$ cat src/rtl/mem_arbiter.sv
// Two-requester round-robin arbiter in front of a single-port word memory.
// Each requester runs one req/ack handshake per 32-bit read or write; the
// arbiter serialises them as IDLE -> ACCESS -> DONE. All outputs are registered.
module mem_arbiter #(
  parameter int AW     = 32,
  parameter int DW     = 32,
  parameter int RD_LAT = 1
) (
  input  logic          clk,
  input  logic          nrst,
  input  logic          req0,
  input  logic          we0,
  input  logic [AW-1:0] addr0,
  input  logic [DW-1:0] wdata0,
  output logic          ack0,
  output logic [DW-1:0] rdata0,
  input  logic          req1,
  input  logic          we1,
  input  logic [AW-1:0] addr1,
  input  logic [DW-1:0] wdata1,
  output logic          ack1,
  output logic [DW-1:0] rdata1,
  output logic [AW-1:0] mem_addr,
  output logic          mem_wr_en,
  output logic [DW-1:0] mem_data_in,
  input  logic [DW-1:0] mem_data_out,
  output logic          busy,
  output logic          grant_id
);

  typedef enum logic [1:0] {S_IDLE, S_ACCESS, S_DONE} state_t;

  // Last ACCESS cycle of a read: data_out is valid RD_LAT cycles after the
  // address went out, which is the (RD_LAT+1)-th ACCESS edge.
  localparam logic [1:0] LP_LAST = 2'(RD_LAT);

  state_t        r_state;
  logic          r_rr;
  logic          r_we;
  logic [1:0]    r_cnt;
  logic          r_ack0, r_ack1;
  logic [DW-1:0] r_rdata0, r_rdata1;
  logic [AW-1:0] r_mem_addr;
  logic          r_mem_wr_en;
  logic [DW-1:0] r_mem_data_in;
  logic          r_busy;
  logic          r_grant_id;

  logic          w_any;
  logic          w_win;
  logic          w_we;
  logic [AW-1:0] w_addr;
  logic [DW-1:0] w_wdata;

  // A lone requester wins outright; on contention the rr pointer decides.
  assign w_any   = req0 | req1;
  assign w_win   = (req0 & req1) ? r_rr : req1;
  assign w_we    = w_win ? we1    : we0;
  assign w_addr  = w_win ? addr1  : addr0;
  assign w_wdata = w_win ? wdata1 : wdata0;

  // Arbitration FSM; a reset edge aborts any transaction without an ack.
  always_ff @(posedge clk) begin
    if (!nrst) begin
      r_state       <= S_IDLE;
      r_rr          <= 1'b0;
      r_we          <= 1'b0;
      r_cnt         <= '0;
      r_ack0        <= 1'b0;
      r_ack1        <= 1'b0;
      r_rdata0      <= '0;
      r_rdata1      <= '0;
      r_mem_addr    <= '0;
      r_mem_wr_en   <= 1'b0;
      r_mem_data_in <= '0;
      r_busy        <= 1'b0;
      r_grant_id    <= 1'b0;
    end else begin
      case (r_state)
        S_IDLE: begin
          if (w_any) begin
            r_grant_id    <= w_win;
            r_we          <= w_we;
            r_mem_addr    <= w_addr;
            r_mem_data_in <= w_wdata;
            r_mem_wr_en   <= w_we;
            r_busy        <= 1'b1;
            r_cnt         <= '0;
            r_state       <= S_ACCESS;
          end
        end
        S_ACCESS: begin
          if (r_we) begin
            // Write strobe is exactly the single ACCESS cycle.
            r_mem_wr_en <= 1'b0;
            r_ack0      <= ~r_grant_id;
            r_ack1      <= r_grant_id;
            r_state     <= S_DONE;
          end else if (r_cnt == LP_LAST) begin
            if (r_grant_id) r_rdata1 <= mem_data_out;
            else            r_rdata0 <= mem_data_out;
            r_ack0  <= ~r_grant_id;
            r_ack1  <= r_grant_id;
            r_state <= S_DONE;
          end else begin
            r_cnt <= r_cnt + 2'd1;
          end
        end
        S_DONE: begin
          r_ack0  <= 1'b0;
          r_ack1  <= 1'b0;
          r_busy  <= 1'b0;
          r_rr    <= ~r_grant_id;
          r_state <= S_IDLE;
        end
        default: r_state <= S_IDLE;
      endcase
    end
  end

  assign ack0        = r_ack0;
  assign ack1        = r_ack1;
  assign rdata0      = r_rdata0;
  assign rdata1      = r_rdata1;
  assign mem_addr    = r_mem_addr;
  assign mem_wr_en   = r_mem_wr_en;
  assign mem_data_in = r_mem_data_in;
  assign busy        = r_busy;
  assign grant_id    = r_grant_id;

endmodule
$ cat config.mk
export PLATFORM = sky130hd
export DESIGN_NAME = mem_arbiter
export DESIGN_NICKNAME = d
export VERILOG_FILES = /design/src/rtl/mem_arbiter.sv
export SDC_FILE = /design/constraint.sdc
export NUM_CORES = 1
export LEC_CHECK = 0
export CORE_ASPECT_RATIO = 0.9
export CORE_MARGIN = 2
export CORE_UTILIZATION = 43
export CTS_CLUSTER_DIAMETER = 100
export DETAILED_ROUTE_END_ITERATION = 10
export GPL_TIMING_DRIVEN = 0
export PLACE_DENSITY = 0.93
export SYNTH_ARGS = -nofsm -noshare
export SYNTH_HDL_FRONTEND = slang
export SYNTH_SLANG_ARGS = --single-unit
$ cat constraint.sdc
create_clock -name clk -period 2.7 [get_ports clk]
set_clock_uncertainty 0.2 [all_clocks]
set_input_delay 0.27 -clock clk [delete_from_list [all_inputs] [get_ports clk]]
set_output_delay 0.27 -clock clk [all_outputs]
set_load 0.02 [all_outputs]
# Word level (Yosys, flattened, before mapping)
# Cells that the tools add are included.
# W data, S select, Z words.
[totals]
out_inout_bits = 133
inputBits = 166
word_cells = 61
ff_bits = 139
[classes]
n_reduce_logical = 12
n_addsub = 1
mux = 23
n_eq_ne = 8
bitwise_logic = 4
[ops]
columns = ["op", "count"]
rows = [
  ["$mux W32", 2],
  ["$mux W2", 6],
  ["$reduce_and A4 Y1", 3],
  ["$mux W1", 9],
  ["$ne A2 B2 Y1 const B", 4],
  ["$pmux W1 S2", 4],
  ["$pmux W2 S2", 2],
  ["$reduce_and A2 Y1", 4],
  ["$reduce_bool A2 Y1", 3],
  ["$eq A2 B1 Y1 const B", 2],
  ["$ne A3 B3 Y1 const B", 1],
  ["$reduce_and A3 Y1", 1],
  ["$add A2 B1 Y2 const B", 1],
  ["$eq A2 B2 Y1 const B", 1],
  ["$logic_not A2 Y1", 1],
  ["$not A1 Y1", 2],
  ["$and A1 B1 Y1", 1],
  ["$or A1 B1 Y1", 1],
]

# Logic depth before layout (Yosys ltp)
[logic_depth]
ltp_word = 5
mapped_depth = 7
mapped_depth_nobuf = 6

# Worst setup path before layout
# OpenSTA, ideal clock, no wires.
[synth_path]
kind = "register to register"
startpoint = "register r_grant_id (netlist: grant_id)"
endpoint = "register r_rdata0[10] (netlist: rdata0[10])"
arrival_ns = 1.158
setup_time_ns = 0.118
path_stages_with_launch = 7
slack_ns = 1.224
path_cell_list = "dfxtp_1 inv_1 and4b_1 buf_4 buf_6 nand2_1 a21boi_2"
[synth_via]
elab_chain_cells = 2
[synth_rtl]
columns = ["item", "line_no", "text"]
rows = [
  ["start: declaration", "47", "logic r_grant_id;"],
  ["start signal: assignment", "82", "r_grant_id <= w_win;"],
  ["$not A1 Y1 (no source line)", "--", ""],
  ["$reduce_and A4 Y1 (no source line)", "--", ""],
  ["end signal: assignment", "101", "else r_rdata0 <= mem_data_out;"],
  ["end: declaration", "42", "logic [DW-1:0] r_rdata0, r_rdata1;"],
]
# No other way between the ends.
# A chain may end at the register's enable or synchronous reset.

# Final worst setup path
[layout_path]
startpoint = "register r_grant_id (netlist: grant_id)"
endpoint = "output port grant_id"
[layout_lines]
columns = ["item", "line_no", "text"]
rows = [
  ["end: declaration", "28", "output logic grant_id"],
]
# No word-level cell between the ends.

==> results.yml <==
sta:
  finalHoldViolCount: 0
  min_period_ns: 2.00
  setup-tns-final_ns: 0
  fin_crit_sh: 0.741
  setup_violations: 0
  fmax_mhz: 500
  relSlewSlack: 0.699
  rsz0062_at_grt: "false"
  tightestPinTransition_ns: 0.451
  drv_slew: 0
setup_path:
  cp-end-kind: "primary output"
  max_stage_delay_ns: 0.68
  cp.arrival_ns: 1.53
  critical_path_class: "flip-flop to primary output"
  required_ns: 2.23
  slowest_stage: "clkdlybuf4s50_1"
  cp_max_fo: 6
  worstPathCellList: "clkdlybuf4s50_1"
  crit_path_start: "grant_id$_SDFFE_PN0P_"
  worst_path_dominant_cell_family: "buffers and inverters"
  worstSetupStartpointType: "flip-flop"
  r2r_start: "r_state[1]$_SDFFE_PN0P_"
  critical_path.n_buffers_inverters: 1
grt:
  antenna_found_initial: 0
  grt_max_degree: 17
  grt_use_total: 0.276
  grt_pass1_vias: 5899
  grt_pass1_wl_um: 31000
  overflow: 0
cells_and_area:
  fin_util: 0.722
  nNetsFinal: 1106
  drive_above_1_share: 0.136
  areaGrowthSynthToFinish_pct: 63.5
  diodes: 0
  final_cell_count_no_fill: 1120
power_and_ir_drop:
  seqPwrFrac: 0.393
  cellLeakagePower_nw: 3.72
  pwr_density_cell_nw_per_um2: 606
  p_sw_frac: 0.289
  ir_drop_mv: 0.463
  p_int_mw: 4.16
  netSwitchingPower_mw: 1.69
  clock_power_share: 0.381
  combPwrFrac: 0.226
synthesis:
  avgSynthCellArea_um2: 9.47
  ys_seq_area_frac: 0.472
  yosysTopAreaCellShare: 0.472
  synth_top_area_cell: "dfxtp_1"
  yosysUniqueCellTypes: 32
  synthesis.area_um2: 5900
  postSynthCellCount: 623
  ys_seq_elements: 139
  synthTopCellsByArea: "dfxtp_1 (47%), a21boi_2 (11%), mux2i_1 (11%)"
  yosys_warnings: 0
  synth_fp_nets: 790
floorplan:
  start_util: 0.442
  core_um2: 13400
  die_width_um: 127
  row_count: 40
  die_area_um2: 14700
  dieHeight_um: 115
  pin_count: 299
drt:
  drt-total-wl_um: 20900
  avgViaCountPerCell: 5.25
  wl_met3_um: 1850
  drtIter0Drc: 333
  drc_errors: 0
  num_vias: 5880
  wl_met2_um: 10700
  wl_met1_um: 7830
  postRouteAntennaNets: 0
  top_layer_used: "met4"
  drt-wirelength-per-cell_um: 18.6
  drtPass1Iterations: 5
placed_design:
  port_buffers: 297
  gp_congestion: 0.847
  dp_hpwl_um: 15700
  placed_cells: 1088
outcome:
  status: "complete, no violations"
min_path:
  hold_start: "nrst"
  min_path_type: "input port to flip-flop"
flow_run:
  maxCapViolations: 0
clocking:
  cts_root_buf: "clkbuf_16"
  cts_buffers: 17
  clock_path_buffers: 2
  worst_skew_pair.late_latency_ns: 0.41
  postCtsHoldBufs: 0
  htree_levels: 4
  clk_pin_slew_worst_paths_ns: 0.06
  cts_resized: 0
  post_cts_buffers: 0
  cts_tree: "built"
  clock-sinks: 139
-- area by class of cell --
| type | count | area, um2 |
|---|---|---|
| clock buffer | 18 | 429 |
| inverter | 3 | 11.3 |
| sequential | 139 | 2780 |
| multi-input combinational | 429 | 2780 |
| tap | 168 | 210 |
| fill | 906 | 3710 |
| timing repair buffer | 297 | 2970 |
| clock inverter | 14 | 136 |
| buffer | 52 | 328 |
-- state kept, by name (all words and copies together) (netlist names), 2 cells and up --
name / cells
mem_addr: 32
mem_data_in: 32
rdata0: 32
rdata1: 32
r_cnt: 2
r_state: 2
-- placed cells by master (no fill, tap or decap), types with 2 or more instances in the layout --
| cell | netlist | layout |
|---|---|---|
| nand4b_1 | 3 | 3 |
| buf_4 | 4 | 4 |
| o21ai_0 | 66 | 66 |
| o31ai_1 | 2 | 2 |
| inv_1 | 3 | 3 |
| a21oi_1 | 68 | 68 |
| clkbuf_16 | 0 | 17 |
| buf_6 | 13 | 13 |
| inv_6 | 0 | 4 |
| clkdlybuf4s50_1 | 0 | 297 |
| clkinvlp_4 | 0 | 2 |
| dfxtp_1 | 139 | 139 |
| nor2_1 | 4 | 4 |
| mux2i_1 | 66 | 66 |
| and4b_1 | 2 | 2 |
| a21boi_0 | 4 | 4 |
| and2_1 | 2 | 2 |
| nor2b_1 | 3 | 3 |
| clkbuf_1 | 19 | 20 |
| clkinv_4 | 0 | 4 |
| a21boi_2 | 60 | 60 |
| nand2_1 | 134 | 134 |
| clkinv_2 | 0 | 2 |
| a22oi_1 | 2 | 2 |
| buf_2 | 16 | 16 |
-- cells by family (layout without fill, tap and decap cells) --
group,after synthesis,count (layout),synth area share
AO/OA/AOI/OAI,208,208,0.247
AND/OR/NAND/NOR,154,154,0.110
flip-flops,139,139,0.472
multiplexers,66,66,0.112
buffers and inverters,55,384,0.0575
adder cells (fa/ha/maj),1,1,0.00212
-- cells in the mapped netlist (all sizes together) --
| master | count |
|---|---|
| o32ai | 1 |
| ha | 1 |
| dfxtp | 139 |
| and2b | 1 |
| a22oi | 2 |
| buf | 33 |
| nor3b | 1 |
| or2 | 1 |
| a21oi | 68 |
| nand4b | 3 |
| inv | 3 |
| a21boi | 64 |
| mux2i | 66 |
| o21ba | 1 |
| nor3 | 1 |
| o211ai | 1 |
| clkbuf | 19 |
| nor2b | 3 |
| o21ai | 68 |
| nand2 | 134 |
| and3 | 1 |
| o211a | 1 |
| and4b | 2 |
| o31ai | 2 |
| nor2 | 4 |
| and2 | 2 |
| nand3b | 1 |
-- per-layer routing --
| metal | GRT usage | up-vias |
|---|---|---|
| met5 | 0 | - |
| met4 | 0.107 | 0 |
| met2 | 0.497 | 305 |
| li1 | - | 2786 |
| met3 | 0.0842 | 36 |
| met1 | 0.308 | 2753 |
-- path summary, 6_finish.rpt --
| path | cells past startpoint | end | slack (ns) |
|---|---|---|---|
| setup reg to reg | 5 | mem_data_in[28]$_SDFFE_PN0P_ | 0.83 |
| hold reg to reg | 2 | r_cnt[1]$_SDFFE_PN0P_ | 0.26 |
| hold / removal | 3 | r_cnt[0]$_SDFFE_PN0P_ | 0.05 |
| setup / recovery | 1 | grant_id | 0.70 |
-- power by group through the flow --
| stage | logic (mW) | registers (mW) | clock network, mW |
|---|---|---|---|
| 2_1_floorplan | 0.425 | 2.51 | 0 |
| 3_3_place_gp | 1.29 | 2.33 | 0 |
| 3_5_place_dp | 1.31 | 2.33 | 0 |
| 4_1_cts | 1.33 | 2.29 | 2.25 |
| 5_1_grt | 1.41 | 2.31 | 2.36 |
| 6_report | 1.32 | 2.30 | 2.23 |
-- per-stage QoR --
stage	area, um2	power (mW)	worst slack, ns	hold WS, ns
floorplan	5900	2.93	1.22	0.215
CTS	9650	5.87	0.663	0.0325
global placement	9080	3.62	0.493	0.245
finish	9650	5.85	0.700	0.0508
detailed placement	9080	3.65	0.450	0.250
global route	9650	6.08	0.638	0.0688
No activity file was read; power rests on OpenSTA's default activity.
